**src/rtl/reg_file_wb.sv**
```systemverilog
// Integer register file x0..x31 fed by the writeback mux, with two combinational
// decode read ports, write-through bypass and a registered observation copy of a0.
module reg_file_wb #(
    parameter int unsigned             DATA_WIDTH = 32,
    parameter int unsigned             ADDR_WIDTH = 5,
    parameter logic [DATA_WIDTH-1:0]   SP_RESET   = DATA_WIDTH'(32'h0001FFFC)
) (
    input  logic                  iClk,
    input  logic                  iRst,
    input  logic                  iRegWriteW,
    input  logic [ADDR_WIDTH-1:0] iRdW,
    input  logic [DATA_WIDTH-1:0] iResultW,
    input  logic [ADDR_WIDTH-1:0] iRs1D,
    input  logic [ADDR_WIDTH-1:0] iRs2D,
    output logic [DATA_WIDTH-1:0] oRD1D,
    output logic [DATA_WIDTH-1:0] oRD2D,
    output logic [DATA_WIDTH-1:0] oA0
);

    localparam int unsigned           DEPTH  = 2 ** ADDR_WIDTH;
    localparam logic [ADDR_WIDTH-1:0] SP_IDX = ADDR_WIDTH'(2);
    localparam logic [ADDR_WIDTH-1:0] A0_IDX = ADDR_WIDTH'(10);

    logic [DATA_WIDTH-1:0] regs [DEPTH];
    logic                  wr_en;
    logic [DATA_WIDTH-1:0] a0_q;

    assign wr_en = iRegWriteW && (iRdW != '0);

    always_ff @(posedge iClk) begin
        if (iRst) begin
            for (int unsigned i = 0; i < DEPTH; i++) begin
                regs[i] <= (ADDR_WIDTH'(i) == SP_IDX) ? SP_RESET : '0;
            end
            a0_q <= '0;
        end else begin
            if (wr_en) begin
                regs[iRdW] <= iResultW;
            end
            // Track x10 as it will read after this edge, folding in a same-edge write.
            a0_q <= (wr_en && iRdW == A0_IDX) ? iResultW : regs[A0_IDX];
        end
    end

    always_comb begin
        oRD1D = regs[iRs1D];
        if (iRs1D == '0) begin
            oRD1D = '0;
        end else if (iRegWriteW && !iRst && iRdW == iRs1D) begin
            oRD1D = iResultW;
        end
    end

    always_comb begin
        oRD2D = regs[iRs2D];
        if (iRs2D == '0) begin
            oRD2D = '0;
        end else if (iRegWriteW && !iRst && iRdW == iRs2D) begin
            oRD2D = iResultW;
        end
    end

    assign oA0 = a0_q;

endmodule

```
**config.mk**
```make
export PLATFORM = sky130hd
export DESIGN_NAME = reg_file_wb
export DESIGN_NICKNAME = d
export VERILOG_FILES = /design/src/rtl/reg_file_wb.sv
export SDC_FILE = /design/constraint.sdc
export NUM_CORES = 2
export LEC_CHECK = 0
export BUFFER_PORTS_ARGS = -buffer_cell sky130_fd_sc_hd__buf_2
export CAP_MARGIN = 25
export CORE_MARGIN = 4
export CORE_UTILIZATION = 50
export CTS_CLUSTER_DIAMETER = 150
export DETAILED_ROUTE_END_ITERATION = 8
export PLACE_DENSITY = 0.66
export SETUP_SLACK_MARGIN = 0.02
export SYNTH_ARGS = -nofsm -noshare
export SYNTH_HDL_FRONTEND = slang
export SYNTH_SLANG_ARGS = --single-unit
```
**constraint.sdc**
```tcl
create_clock -name iClk -period 2.5 [get_ports iClk]
set_input_delay 0.125 -clock iClk [delete_from_list [all_inputs] [get_ports iClk]]
set_output_delay 0.125 -clock iClk [all_outputs]
set_load 0.01 [all_outputs]
```
==> flow_summary.toml <==
[outcome]
outcome = "finished with violations"
violations = "negative setup slack"

[clocking]
cts_buffers = 112
cts_tree = "done"
clock-sinks = 1056
h-tree-depth = 3
clockBufferDepth = 3
root_buffer = "clkbuf_16"
clock_latency_ns = 0.71
cts.clk_slew.worst_paths_ns = 0.06

[hold_path]
min_path_type = "primary input to flop"

[sta]
finalCritPeriodShare_pct = 115
worst_slew_pin_slew_ns = 1.07
hold_slack_ns = 0.0359
setup_ws_ns = -0.381
period_minus_slack_ns = 2.88
final_max_slew_viol_count = 0
setup_tns_ns = -6.92
hold_violations = 0
fmax_ghz = 0.347
fin_skew_ns = 0.0218
setup_violations = 50
rsz0062_at_grt = "yes"
relSlewSlack_pct = 28.5

[worst_setup_path]
required_ns = 2.38
path_max_fanout = 2
cp_data_arrival_time_ns = 2.76
worstSetupPathType = "flop to output pin"
critPathLaunchType = "flop"
critPathCaptureType = "output pin"

[detailed_routing]
final_antenna_net_count = 0
drc_errors = 0
dr_total_vias = 39405
drt-pass1-iter-count = 5
drt-initial-drc-count = 5963
avgViaCountPerCell = 6.66
wirelength_um = 205000
wl_per_cell_um = 34.7

[global_route]
grt_use_total_pct = 34.3
first_global_vias = 39087
overflow = 0
grt_max_degree = 71
grt_antenna_before_repair = 14
grt_pass1_wl_um = 288000

[layout]
mostFrequentLayoutCell = "edfxtp_1"
fill_cells = 8581
post-route-util_pct = 59.6
multi_input_area_um2 = 24800
nets = 4364
final_cells = 5915
area_growth_pct = 18.6
drive_gt1_share_pct = 32.0
seq_area_um2 = 31400
final_cell_mix = "1,024 x edfxtp_1, 982 x and2_1, 357 x mux4_2, 322 x mux2i_1, 318 x buf_4"

[job]
cap_viol_max_count = 0

[die]
dieWidth_um = 344
rows = 123
start_util_pct = 50.3
die_h_um = 344
die-area_um2 = 119000
core_area_um2 = 112000
ios = 146

[yosys]
yosysWarnings = 0
synthCells = 4019
synthesis.area_um2 = 56600
synth_top_area_share_pct = 54.3
synth.area.top_cells = "edfxtp_1 54%, mux4_2 14%, and2_1 11%"
synth_edf_count = 1024
avgSynthCellArea_um2 = 14.1
ys_types = 53
async_flop_share_pct = 0
yosys.area.top_type = "edfxtp_1"
ys_ff_latch = 1056
synth_seq_area_share_pct = 55.5
ys.flop_type = "edfxtp_1"

[placement]
port_buffers = 145
dp_hpwl_um = 136000
dpl.cell_count = 5677
gp_congestion = 0.947

[power_and_ir_drop]
p_leak_uw = 0.0245
max-vdd-ir-drop_mv = 0.634
p_per_area_nw_per_um2 = 663
[worst max-delay path, cell delays in order (launching register included)]
cell and delay (ns):
edfxtp_1 0.43, mux4_2 0.53, mux4_2 0.50, nor2b_4 0.14
a221o_1 0.31, buf_2 0.16
[final cells by class]
class | instances | area share [%]
repair buffers | 569 | 7.85
well taps | 1500 | 2.80
inverters | 10 | 0.0559
diodes | 3 | 0.0112
multi-input cells | 2565 | 37.0
clock buffers | 139 | 4.51
flip-flops and latches | 1056 | 46.8
clock inverters | 73 | 0.998
[stage by stage]
| stage | worst slack [ns] | area [µm²] | power, µW |
|---|---|---|---|
| detailed placement | -0.343 | 61600 | 27200 |
| global placement | -0.393 | 61600 | 27100 |
| CTS | -0.391 | 66400 | 44200 |
| finish | -0.381 | 67100 | 44500 |
| floorplan | 0.179 | 56700 | 24400 |
| global route | -0.415 | 67100 | 45600 |
[routing by layer]
metal  track usage, %  routed length, µm
met1             44.8              72700
met2             52.4              93100
met3             9.29              25700
met4             19.0              13500
met5                0                 39
[flip-flops by register name, indices dropped and copies added, names as in the netlist]
name / cells
oA0: 32
regs: 1024
[where the power goes]
part	internal [µW]	switching, µW
clock	9800	7170
combinational	2760	3860
sequential	20400	532
[synth_stat cells (10+ instances only)]
master	instances
a211oi_1	30
a21o_1	32
a21oi_1	71
a221o_1	44
a221oi_1	95
a22oi_1	44
and2_1	983
buf_1	10
buf_2	51
buf_4	30
buf_6	33
clkbuf_1	286
dfxtp_1	32
edfxtp_1	1024
mux2i_1	340
mux4_2	357
nand2_1	47
nand2b_1	14
nand3_1	15
nor2_1	91
nor2b_1	17
nor3_1	49
nor3b_1	14
o211ai_1	21
o21ai_0	76
o21ai_1	21
o22a_1	10
o22ai_1	54
or2_2	32
or3_1	18
[path summary, 6_finish.rpt]
kind / from / to / slack (ns) / depth (start not counted)
setup / recovery: regs[10][1] / oRD2D[1] / -0.38 / 5
hold reg to reg: regs[10][16] / oA0[16] / 0.52 / 1
hold / removal: iResultW[17] / regs[4][17] / 0.04 / 2
setup reg to reg: regs[10][11] / oA0[11] / 1.57 / 3
[what timing repair did]
| item | in CTS | in global routing |
|---|---|---|
| resized for setup | 214 | 120 |
| hold buffers | 7 | 0 |
| endpoints found under the hold margin | 70 | 0 |
| setup buffers | 16 | 18 |
| pin swaps | 106 | 62 |
| endpoints found under the setup margin | 62 | 64 |
[cell families after synthesis]
group | after synthesis | share of synthesized area, %
buf+inv | 429 | 3.79
xor+xnor | 10 | 0.155
other cells | 1 | 0.00663
mux | 702 | 20.3
compound gates | 527 | 6.63
flops | 1056 | 55.5
simple gates | 1294 | 13.6
No activity file was read; power rests on OpenSTA's default activity.
